**config.mk**
```make
export PLATFORM = sky130hd
export DESIGN_NAME = stage3_execute
export DESIGN_NICKNAME = d
export VERILOG_FILES = /design/src/rtl/stage3_execute.sv
export SDC_FILE = /design/constraint.sdc
export NUM_CORES = 1
export LEC_CHECK = 0
export BUFFER_PORTS_ARGS = -buffer_cell sky130_fd_sc_hd__buf_2
export CAP_MARGIN = 15
export CORE_ASPECT_RATIO = 1.25
export CORE_UTILIZATION = 30
export DETAILED_ROUTE_END_ITERATION = 8
export GPL_TIMING_DRIVEN = 0
export PLACE_DENSITY = 0.6
export SETUP_SLACK_MARGIN = 0.4
export SYNTH_ARGS = -nofsm -noshare
export SYNTH_HDL_FRONTEND = slang
export SYNTH_SLANG_ARGS = --single-unit
```
**constraint.sdc**
```tcl
create_clock -name clk -period 5.5 [get_ports clk]
set_input_delay 0.275 -clock clk [delete_from_list [all_inputs] [get_ports clk]]
set_output_delay 0.275 -clock clk [all_outputs]
set_load 0.01 [all_outputs]
```
**src/rtl/stage3_execute.sv**
```systemverilog
// rtl/stage3_execute.sv - SCU execute stage: ALU, flags, branch resolve, EX/MEM register (optional EX_FWD_EN forwarding)
module stage3_execute #(
    parameter int DW = 32,
    parameter int RW = 6
) (
    input  logic          clk,
    input  logic          rst,
    input  logic          stall,
    input  logic [DW-1:0] in_imm,
    input  logic [RW-1:0] in_rd,
    input  logic [DW-1:0] in_rd1,
    input  logic [DW-1:0] in_rd2,
    input  logic [DW-1:0] in_PC,
    input  logic          in_brz,
    input  logic          in_brn,
    input  logic          in_j,
    input  logic          in_regw,
    input  logic          in_wai,
    input  logic          in_memw,
    input  logic          in_memr,
    input  logic          in_alusrc,
    input  logic [2:0]    in_aluop,
    input  logic [RW-1:0] in_rs,
    input  logic [RW-1:0] in_rt,
    output logic          zero,
    output logic          neg,
    output logic          br_taken,
    output logic [DW-1:0] br_target,
    output logic [DW-1:0] out_alu,
    output logic [DW-1:0] out_wdata,
    output logic [RW-1:0] out_rd,
    output logic [DW-1:0] out_PC,
    output logic          out_regw,
    output logic          out_wai,
    output logic          out_memw,
    output logic          out_memr
);

    localparam logic [2:0] OP_ADD  = 3'b000;
    localparam logic [2:0] OP_INC  = 3'b001;
    localparam logic [2:0] OP_NEG  = 3'b010;
    localparam logic [2:0] OP_SUB  = 3'b011;
    localparam logic [2:0] OP_PASS = 3'b100;

    logic [DW-1:0] op_a;
    logic [DW-1:0] op_rd2;
    logic [DW-1:0] op_b;
    logic [DW-1:0] alu_res;
    logic [DW-1:0] ex_result;
    logic          mem_op;
    logic          squash;
    logic          take;
    logic          upd_flags;

`ifdef EX_FWD_EN
    logic fwd_ok;
    logic fwd_a;
    logic fwd_b;

    // Loads produce their value in MEM, so only non-load ALU results are forwardable.
    assign fwd_ok = out_regw && !out_memr;
    assign fwd_a  = fwd_ok && (in_rs != '0) && (in_rs == out_rd);
    assign fwd_b  = fwd_ok && (in_rt != '0) && (in_rt == out_rd);
    assign op_a   = fwd_a ? out_alu : in_rd1;
    assign op_rd2 = fwd_b ? out_alu : in_rd2;
`else
    logic unused_fwd_idx;

    assign unused_fwd_idx = &{1'b0, in_rs, in_rt};
    assign op_a           = in_rd1;
    assign op_rd2         = in_rd2;
`endif

    assign op_b = in_alusrc ? in_imm : op_rd2;

    always_comb begin
        alu_res = '0;
        case (in_aluop)
            OP_ADD:  alu_res = op_a + op_b;
            OP_INC:  alu_res = op_a + in_imm;
            OP_NEG:  alu_res = '0 - op_a;
            OP_SUB:  alu_res = op_a - op_b;
            OP_PASS: alu_res = op_b;
            default: alu_res = '0;
        endcase
    end

    assign mem_op    = in_memr | in_memw;
    assign ex_result = mem_op ? op_a : alu_res;

    // The instruction arriving while a redirect is visible is already on the wrong path.
    assign squash    = br_taken;
    assign take      = !squash && (in_j || (in_brz && zero) || (in_brn && neg));
    assign upd_flags = !squash && in_regw && !mem_op;

    always_ff @(posedge clk) begin
        if (rst) begin
            zero      <= 1'b0;
            neg       <= 1'b0;
            br_taken  <= 1'b0;
            br_target <= '0;
            out_alu   <= '0;
            out_wdata <= '0;
            out_rd    <= '0;
            out_PC    <= '0;
            out_regw  <= 1'b0;
            out_wai   <= 1'b0;
            out_memw  <= 1'b0;
            out_memr  <= 1'b0;
        end else if (!stall) begin
            br_taken  <= take;
            br_target <= op_a;
            out_alu   <= ex_result;
            out_wdata <= op_rd2;
            out_rd    <= in_rd;
            out_PC    <= in_PC;
            out_regw  <= in_regw && !squash;
            out_wai   <= in_wai && !squash;
            out_memw  <= in_memw && !squash;
            out_memr  <= in_memr && !squash;
            if (upd_flags) begin
                zero <= (alu_res == '0);
                neg  <= alu_res[DW-1];
            end
        end
    end

endmodule

```
=== Word level (Yosys, flattened, before mapping) ===
Cells that the tools add are included.

* $add $sub $neg: 4
* Equality and inequality tests: 4
* Muxes and demuxes: 3
* Bitwise logic cells: 2
* Reduce and logical (&&, ||, !) cells: 15

{| class="wikitable"
|+ Operators with widths
! cell !! count
|-
| 32-bit one-hot mux with 5 select lines || 1
|-
| 32-bit adder || 2
|-
| 32-bit two-way mux || 2
|-
| 32-bit logical NOT || 1
|-
| 1-bit by 32-bit subtractor with 32-bit output (first input constant) || 1
|-
| 32-bit subtractor || 1
|-
| 1-bit logical AND || 8
|-
| 3-bit by 2-bit equality test with 1-bit output (second input constant) || 2
|-
| 3-bit by 1-bit equality test with 1-bit output (second input constant) || 1
|-
| 3-bit equality test (second input constant) || 1
|-
| 3-bit logical NOT || 1
|-
| 1-bit logical NOT || 2
|-
| 1-bit logical OR || 2
|-
| 2-bit AND reduction || 1
|-
| 1-bit inverter || 1
|-
| 1-bit bitwise OR || 1
|}

* Register bits: 141
* Bits of input ports: 160
* Output and inout bits: 141
* Logic and storage cells: 40

=== Depth between registers and ports, before layout ===
Gate-level depths: netlist (run 1).

* Word-level depth: 4
* Gate-level depth with buffers: 25
* Gate-level depth less buffers: 22

=== Worst setup path before layout (run 1) ===
OpenSTA, ideal clock, no wires.

* Path type: input to register
* Start point: in in_alusrc
* End point: reg zero
* Setup time: 84 ps
* Arrival: 5577 ps
* Required time: 5416 ps
* Setup slack: -162 ps
* Cell stages on the path: 24
* Path buffers: 3
* Path through: clkbuf_1 buf_1 clkbuf_1 mux2_2 inv_1 ha_1 nand2_1 nor4_1 nand4_1 nor2_1 nand2_1 xor2_1 nor2_1 a21oi_1 ha_1 nand2_1 nor2_1 a221o_1 o21a_1 o41ai_1 or3_1 nand4_1 or4_1 o31ai_2

* Cells in the longest elaborated chain, start to end: 4
* Elaborated cells between the ends (all ways): 5
* Those cells by class: add/sub: 2; mux: 2; reduce/logical: 1

{| class="wikitable"
|+ RTL lines
! element !! line !! source
|-
| from (decl) || 21 || <nowiki>input logic in_alusrc,</nowiki>
|-
| 32-bit two-way mux (*) || 74 || <nowiki>assign op_b = in_alusrc ? in_imm : op_rd2;</nowiki>
|-
| 32-bit subtractor or 32-bit adder (tied branches) || 82, 79 ||
|-
| 32-bit one-hot mux with 5 select lines (*) || 78 || <nowiki>case (in_aluop)</nowiki>
|-
| 32-bit logical NOT (*) || 122 || <nowiki>zero <= (alu_res == '0);</nowiki>
|-
| to (signal assigned) || 122 ||
|-
| to (decl) || 25 || <nowiki>output logic zero,</nowiki>
|}

Mark *: on every way between the ends. The rest lies on a longest branch, timed or not.
A chain may end at the register's enable or synchronous reset.

=== Worst setup path in the final report (run 1) ===
Same ends and word-level chain as after synthesis.

==> flow_metrics.tcl, run 1 <==
set metrics [dict create \
    netlist_area_sq_um 10510 \
    status "finished clean" \
    cts_sinks 141 \
    portBuffers 283 \
    drive_gt1_share_pct 25.73 \
    start_util_pct 30.43 \
    grt_pass1_vias 10779 \
    total_power_w 0.003479 \
    timing_hold_violations_final 0 \
    pwr-share-seq_pct 32.0 \
    grt_use_total_pct 23.31 \
    yosysTopAreaCell "dfxtp_1" \
    p_leak_nw 5.946 \
    setup_viol 0 \
    core.rowCount 76 \
    power_frac_clock_pct 34.9 \
    multi_input_area_sq_um 7676 \
    cts_tree "built" \
    num_vias 11409 \
    async_flop_share_pct 0 \
    switching_share_pct 36.11 \
    wire_per_inst_um 19.59 \
    post-route-min-period_ps 4911 \
    fmax_mhz 203.6 \
    placed_cells 2122 \
    wirelength_um 42600 \
    pwr-share-comb_pct 33.0 \
    post-dp-hpwl_um 34150 \
    powerDensity_nw_per_um2 252.9 \
    antenna_found_initial 2 \
    synth_common_cells "257 x nor2_1, 141 x dfxtp_1, 131 x mux2i_1" \
    internal_power_w 0.002223 \
    drt.antenna.violating_nets 0 \
    instances_no_fill 2174 \
    clk_path_buf_depth 2 \
    crit_type "input pin to flop" \
    worst_setup_path_end_kind "flop" \
    rsz0062_at_grt "false" \
    yosysUniqueCellTypes 71 \
    grt_max_degree 17 \
    cp_max_fo 10 \
    switching_power_w 0.001256 \
    dp_slack_ps -1064 \
    clk_latency_ps 460 \
    htree_levels 4 \
    hp-class "input pin to flop" \
    cp-start-kind "input pin" \
    cap_viol_max_count 0 \
    period_share_pct 89.29 \
    core_area_sq_um 34520 \
    ios 301 \
    worstMarginPinSlew_ps 1015 \
    yosysTopAreaCellShare_pct 26.87 \
    yosysSeqAreaShare_pct 26.87 \
    drt-pass1-iter-count 5 \
    die_width_um 169.4 \
    diodes 0 \
    setup_slack_ps 588.9 \
    yosysMostFrequentCell "nor2_1" \
    finalMaxSlewViolations 0 \
    cts_hold_buf 0 \
    yosys_most_used_dff "dfxtp_1" \
    drc 0 \
    syn-num-nets 1565 \
    drt-initial-drc-count 742 \
    relSlewSlack_pct 32.31 \
    synth.avg_cell_area_sq_um 7.668 \
    synth_enable_flop_cells 0 \
    startpoint "in_alusrc" \
    yosys-top-cells-area "dfxtp_1 27%, mux2i_1 12%, nor2_1 9.2%" \
    clk_pin_slew_worst_paths_ps 70 \
    numCtsBuffers 17 \
    required_ps 5880 \
    die-area_sq_um 35770 \
    synthToLayoutAreaGrowth_pct 30.94 \
    synth_cells 1370 \
    arrival_ps 5290 \
    grt.overflow.total 0 \
    gp_congestion 0.9168 \
    nNetsFinal 1888 \
    synth-warning-count 0 \
    grt_pass1_wl_um 62580 \
    clock-skew-final_ps 5.268 \
    hold-worst-slack_ps 44.59 \
    ys_ff_latch 141 \
    fillers 3650 \
    die_h_um 211.2 \
    hold_start "in_PC[9]" \
    cts_root_buffer "clkbuf_16" \
    register_area_sq_um 2823 \
    peakVddDrop_v 0.0001569 \
    routed_via_density 5.248 \
    rr_startpoint "br_taken" \
]
==> final timing paths <==
kind | endpoint | slack, ps | cells after the start
max | zero | 590 | 25
min | out_PC[9] | 40 | 3
max reg2reg | zero | 2700 | 8
min reg2reg | out_alu[24] | 460 | 2
==> power by group through the flow <==
stage / clock, W / combinational, W / sequential (W)
after floorplan: 0 / 0.000635 / 0.00117
after global placement: 0 / 0.00104 / 0.00113
after detailed placement: 0 / 0.00104 / 0.00114
after CTS: 0.00126 / 0.00109 / 0.00111
after global routing: 0.00129 / 0.00125 / 0.00112
final: 0.00122 / 0.00115 / 0.00111
==> layout by cell type, fill, tap and decap left out, drive strengths merged, types with 6 or more instances in the layout <==
cell type and n:
a211oi 38, a21o 9, a21oi 104, a222oi 6
a22oi 6, and3 8, buf 329, clkbuf 83
dfxtp 141, ha 34, inv 24, mux2 13
mux2i 131, nand2 86, nand2b 20, nand3 27
nand3b 6, nand4 18, nor2 258, nor2b 10
nor3 36, nor3b 6, nor4 26, o211ai 21
o21a 6, o21ai 44, o21bai 6, o221ai 6
o22ai 10, o31ai 7, or3 16, or4 11
xnor2 58, xor2 34
==> area by class of cell <==
| cell class | instances | area share, % |
|---|---|---|
| clock buffer | 19 | 3.220 |
| clock inverter | 13 | 1.119 |
| inverter | 19 | 0.5185 |
| buffer | 90 | 3.074 |
| timing repair buffer | 304 | 11.49 |
| sequential | 141 | 20.52 |
| tap | 468 | 4.257 |
| multi-input combinational | 1120 | 55.80 |
==> routing by layer <==
| layer | global-route usage (%) | vias up | wire, um |
|---|---|---|---|
| li1 | - | 5610 | - |
| met1 | 27.98 | 5291 | 18320 |
| met2 | 39.11 | 432 | 20020 |
| met3 | 4.815 | 74 | 2577 |
| met4 | 12.02 | 2 | 1666 |
| met5 | 0 | - | 13 |
==> flip-flops by register name (all words and copies together), names as in the netlist <==
signal / flops
br_target: 32
out_PC: 32
out_alu: 32
out_wdata: 32
out_rd: 6
br_taken: 1
neg: 1
out_memr: 1
out_memw: 1
out_regw: 1
out_wai: 1
zero: 1
==> critical path, stage by stage <==
cell and delay (ps):
buf_8 130, buf_12 130, buf_12 140, mux2_4 320
inv_2 70, ha_4 140, nand2_4 70, nor4_4 370
nand4_1 200, buf_4 200, nor2_4 150, nand2_2 70
xor2_1 140, nor2_1 70, a21oi_2 210, ha_4 250
nand2_1 60, nor2_1 40, a221o_1 350, or3_4 390
a311oi_2 330, and3b_1 230, nand4_1 160, or4_4 600
o31ai_4 180
==> repair_timing <==
action / CTS / global route
endpoints found under the setup margin: 15 / 1
pin swaps: 13 / 32
endpoints found under the hold margin: 0 / 0
resized for setup: 53 / 71
setup buffers: 6 / 14
==> cell families after synthesis <==
group                    after synthesis  share of synthesized area, %
AO/OA/AOI/OAI                        305                         19.14
XOR/XNOR                              92                         7.670
multiplexers                         144                         13.88
AND/OR/NAND/NOR                      544                         24.24
flip-flops                           141                         26.87
adder cells (fa/ha/maj)               35                         4.240
buffers and inverters                109                         3.966
==> through the flow <==
step | util, % | instance area (sq um) | setup TNS (ps)
after floorplan | - | 10540 | 0
after global placement | 36.32 | 12540 | -5004
after detailed placement | 36.35 | 12550 | -4157
after CTS | 38.90 | 13430 | 0
after global routing | 39.85 | 13760 | 0
final | 39.85 | 13760 | 0
No activity file was read; power rests on OpenSTA's default activity.
==> run 2, diff against run 1 <==
--- a/config.mk
+++ b/config.mk
@@ -5,9 +5,9 @@
 export SDC_FILE = /design/constraint.sdc
 export NUM_CORES = 1
 export LEC_CHECK = 0
-export BUFFER_PORTS_ARGS = -buffer_cell sky130_fd_sc_hd__buf_2
+export BUFFER_PORTS_ARGS = -buffer_cell sky130_fd_sc_hd__buf_4
 export CAP_MARGIN = 15
-export CORE_ASPECT_RATIO = 1.25
+export CORE_ASPECT_RATIO = 1.2
 export CORE_UTILIZATION = 30
 export DETAILED_ROUTE_END_ITERATION = 8
 export GPL_TIMING_DRIVEN = 0
==> flow_metrics.tcl, run 2 (synthesized netlist as in run 1, its figures left out) <==
set metrics [dict create \
    fin_tns_setup_ps 0 \
    clk_latency_ps 440 \
    path_cells "buf_4 -> or4_4 -> or2_2 -> buf_2 -> nor4_4 -> buf_4 -> nand2b_1 -> xnor2_1 -> o211ai_1 -> o21ai_1 -> ha_1 -> a21oi_2 -> o31ai_4 -> a221o_1 -> or3_1 -> a311oi_2 -> and3b_1 -> nand4_1 -> or4_4 -> o31ai_2" \
    cts_sinks 141 \
    wl_met1_um 18910 \
    ios 301 \
    wl_met3_um 2978 \
    grt.overflow.total 0 \
    hold-worst-slack_ps 58.26 \
    r2r_setup_slack_ps 2760 \
    fin_util_pct 41.58 \
    finalMaxSlewViolations 0 \
    rsz0062_at_grt "false" \
    arrival_ps 5360 \
    drt-pass1-iter-count 5 \
    start_util_pct 30.66 \
    portBuffers 283 \
    die_h_um 207.0 \
    drt.antenna.violating_nets 0 \
    htree_levels 4 \
    cap_viol_max_count 0 \
    dp_slack_ps -984.8 \
    total_power_w 0.003438 \
    status "finished clean" \
    die_width_um 172.8 \
    met2_length_um 20150 \
    hp-class "input pin to flop" \
    grt_use_total_pct 23.52 \
    fillers 3551 \
    mostFrequentLayoutCell "buf_4" \
    crit_type "input pin to flop" \
    die-area_sq_um 35770 \
    setup_viol 0 \
    crit_slowest_cell "or4_4" \
    wire_per_inst_um 20.11 \
    cp-start-kind "input pin" \
    core.rowCount 74 \
    drt-initial-drc-count 712 \
    cts_root_buffer "clkbuf_16" \
    diodes 0 \
    grt_max_degree 17 \
    synthToLayoutAreaGrowth_pct 35.60 \
    drc 0 \
    grt_pass1_vias 11145 \
    highest_layer "met4" \
    cp_max_fo 7 \
    required_ps 5860 \
    post-dp-hpwl_um 34550 \
    clk_pin_slew_worst_paths_ps 70 \
    routed_via_density 5.346 \
    peakVddDrop_v 0.0001857 \
    slowest_delay_ps 580 \
    cts_tree "built" \
    register_area_sq_um 2823 \
    antenna_found_initial 0 \
    clk_path_buf_depth 2 \
    multi_input_area_sq_um 7594 \
    powerDensity_nw_per_um2 241.4 \
    wirelength_um 43360 \
    timing_hold_violations_final 0 \
    setup_slack_ps 502.1 \
    fmax_mhz 200.1 \
    worst_setup_path_end_kind "flop" \
    worstMarginPinSlew_ps 1101 \
    core_area_sq_um 34260 \
    p_leak_nw 6.012 \
    drive_gt1_share_pct 24.59 \
    gp_congestion 0.9313 \
    post-route-min-period_ps 4998 \
    final_cell_mix "300 x buf_4, 255 x nor2_1, 141 x dfxtp_1, 129 x mux2i_1, 97 x a21oi_1" \
    period_share_pct 90.87 \
    grt_pass1_wl_um 64940 \
    nNetsFinal 1883 \
    clock-skew-final_ps 1.472 \
    num_vias 11525 \
    relSlewSlack_pct 26.59 \
    numCtsBuffers 17 \
]
==> run 2: changes by cell type in the layout (fill, tap and decap cells not counted), sizes merged <==
cell / before / now
buf: 329 / 324
bufinv: 2 / 1
clkbuf: 83 / 84
clkdlybuf4s18: 1 / 0
clkinv: 4 / 2
clkinvlp: 2 / 5
inv: 24 / 23
==> run 2: cell type report <==
type | count | area share [%]
inverter | 19 | 0.5007
clock inverter | 12 | 0.8081
sequential | 141 | 19.82
tap | 456 | 4.005
clock buffer | 19 | 3.039
multi-input combinational | 1120 | 53.31
buffer | 90 | 2.784
timing repair buffer | 299 | 15.74
==> run 2: path summary, 6_finish.rpt <==
path                       to   startpoint  depth (start not counted)
setup / recovery         zero    in_imm[6]                         20
hold / removal     out_PC[18]    in_PC[18]                          3
setup reg to reg         zero     br_taken                          8
hold reg to reg   out_alu[20]  out_alu[20]                          2
==> run 2: what timing repair did <==
action                     CTS  global route
hold buffers                 0             0
buffers inserted             9             6
pin swaps                   12            19
resized for setup           49            45
setup endpoints to repair   17             3
==> run 2: metal layers <==
layer / vias up / GRT usage [%]
met1: 5448 / 29.94
li1: 5573 / -
met2: 434 / 39.72
met3: 70 / 4.267
met4: 0 / 8.628
met5: - / 0
==> run 2: through the flow <==
stage | cell area [sq um] | cells
floorplan | 10540 | 1370
finish | 14240 | 2156
CTS | 14070 | 2150
global route | 14240 | 2156
detailed placement | 13240 | 2110
global placement | 13230 | 2109
==> run 2: power by group <==
group	switching (W)	internal, W	leakage (nW)	total [W]
combinational	0.000695	0.000497	4.59	0.00119
clock	0.000505	0.000624	0.254	0.00113
sequential	0.0000332	0.00108	1.16	0.00112
==> run 2: worst max-delay path, delay by kind of cell <==
kind,cells,cell delay (ps)
fa+ha+maj,1,360
buf+inv,3,500
simple gates,8,2440
compound gates,7,1650
xor+xnor,1,130
==> run 3, diff against run 2 <==
--- a/config.mk
+++ b/config.mk
@@ -9,6 +9,7 @@
 export CAP_MARGIN = 15
 export CORE_ASPECT_RATIO = 1.2
 export CORE_UTILIZATION = 30
+export CTS_BUF_LIST = sky130_fd_sc_hd__clkbuf_4 sky130_fd_sc_hd__clkbuf_8
 export DETAILED_ROUTE_END_ITERATION = 8
 export GPL_TIMING_DRIVEN = 0
 export PLACE_DENSITY = 0.6
==> flow_metrics.tcl, run 3 (synthesized netlist as in run 1, its figures left out) <==
set metrics [dict create \
    cts_tree "built" \
    powerDensity_nw_per_um2 220.4 \
    rr_startpoint "br_taken" \
    clk_latency_ps 490 \
    status "finished clean" \
    peakVddDrop_v 0.0001135 \
    num_vias 11653 \
    routed_via_density 5.338 \
    mostFrequentLayoutCell "buf_4" \
    start_util_pct 30.66 \
    hp-class "input pin to flop" \
    placed_cells 2110 \
    p_leak_nw 6.048 \
    ff2ff_path_depth 8 \
    grt.overflow.total 0 \
    gp_congestion 0.9313 \
    wire_per_inst_um 19.95 \
    portBuffers 283 \
    period_share_pct 91.07 \
    setup_viol 0 \
    startpoint "in_alusrc" \
    finalMaxSlewViolations 0 \
    crit_type "input pin to flop" \
    die-area_sq_um 35770 \
    cap_viol_max_count 0 \
    clk_path_buf_depth 2 \
    final_cell_mix "303 x buf_4, 255 x nor2_1, 141 x dfxtp_1, 129 x mux2i_1, 97 x a21oi_1" \
    hold_end "out_PC[6]" \
    ios 301 \
    core.rowCount 74 \
    cts_root_buffer "clkbuf_8" \
    grt_max_degree 17 \
    instances_no_fill 2183 \
    relSlewSlack_pct 27.18 \
    drt-initial-drc-count 695 \
    hold_start "in_PC[6]" \
    total_power_w 0.003157 \
    fillers 3562 \
    drt-pass1-iter-count 5 \
    hold_depth 3 \
    r2r_setup_slack_ps 2790 \
    grt_pass1_wl_um 64980 \
    numCtsBuffers 17 \
    antenna_found_initial 0 \
    rsz0062_at_grt "false" \
    wirelength_um 43550 \
    fin_tns_setup_ps 0 \
    grt_pass1_vias 11267 \
    grt_use_total_pct 23.51 \
    postPlaceCellArea_sq_um 13240 \
    htree_levels 4 \
    worst_setup_path_end_kind "flop" \
    cp-start-kind "input pin" \
    die_width_um 172.8 \
    core_area_sq_um 34260 \
    drc 0 \
    timing_hold_violations_final 0 \
    cts_sinks 141 \
    arrival_ps 5420 \
    fmax_mhz 199.6 \
    post-dp-hpwl_um 34550 \
    drt.antenna.violating_nets 0 \
    worstMarginPinSlew_ps 1092 \
    reg2reg_to "zero" \
    cp_max_fo 10 \
    drive_gt1_share_pct 24.44 \
    clk_pin_slew_worst_paths_ps 90 \
    diodes 0 \
    synthToLayoutAreaGrowth_pct 36.37 \
    post-route-min-period_ps 5009 \
    required_ps 5910 \
    nNetsFinal 1910 \
    final_area_sq_um 14330 \
    clock-skew-final_ps 2.228 \
    die_h_um 207.0 \
]
-- run 3: stage by stage --
stage	utilization, %	hold slack, ps	worst slack [ps]
after floorplan	-	418.9	437.0
after global placement	38.62	451.7	-1087
after detailed placement	38.63	456.5	-984.8
after CTS	41.19	0.3419	419.7
after global routing	41.82	11.83	393.1
final	41.82	21.92	491.1
-- run 3: report_power, final --
part | switching [W] | leakage [nW] | internal (W)
logic | 0.000698 | 4.71 | 0.000507
clock network | 0.000466 | 0.174 | 0.000369
registers | 0.0000336 | 1.16 | 0.00108
total | 0.00120 | 6.05 | 0.00196
-- run 3: per-layer routing --
layer  global-route usage [%]  share of wire (%)  up-vias
met5                        0                  0        -
met4                    8.976                3.1        0
met3                    4.048                6.4       67
met2                    39.76                 47      445
met1                    29.88                 44     5507
li1                         -                  -     5634
-- run 3: worst max path at each step --
stage | to | slack (ps) | cells past startpoint
after floorplan | zero | 440 | 23
after global placement | zero | -1090 | 21
after detailed placement | zero | -980 | 25
after CTS | zero | 420 | 24
after global routing | zero | 390 | 22
final | zero | 490 | 20
-- run 3: final cells by class --
class                   count  area [sq um]  area share [%]
multi-input cells        1120          7587           52.96
flip-flops and latches    141          2823           19.70
repair buffers            326          2507           17.50
well taps                 456         570.5           3.983
plain buffers              90         402.9           2.812
clock buffers              19         249.0           1.738
clock inverters            12         115.1          0.8035
inverters                  19         71.32          0.4978
-- run 3: worst max-delay path, stage by stage --
cell and delay [ps]:
buf_4 160, buf_12 120, buf_8 150, clkbuf_2 350, mux2_2 460, nor3_1 210, xor2_1 100, a21oi_1 310
ha_1 290, clkbuf_1 220, a21o_1 270, a21boi_1 260, nand3b_1 190, o21ai_1 280, xnor2_1 110, a222oi_1 470
nor4b_2 290, nand4_1 170, or4_4 470, o31ai_4 220
-- run 3: repair_timing --
item                                    4_1_cts  5_1_grt
hold buffers                                 25        0
pin swaps                                     9       29
resized for setup                            44       50
setup buffers                                 7       10
endpoints found under the setup margin       13        2
endpoints found under the hold margin        25        0
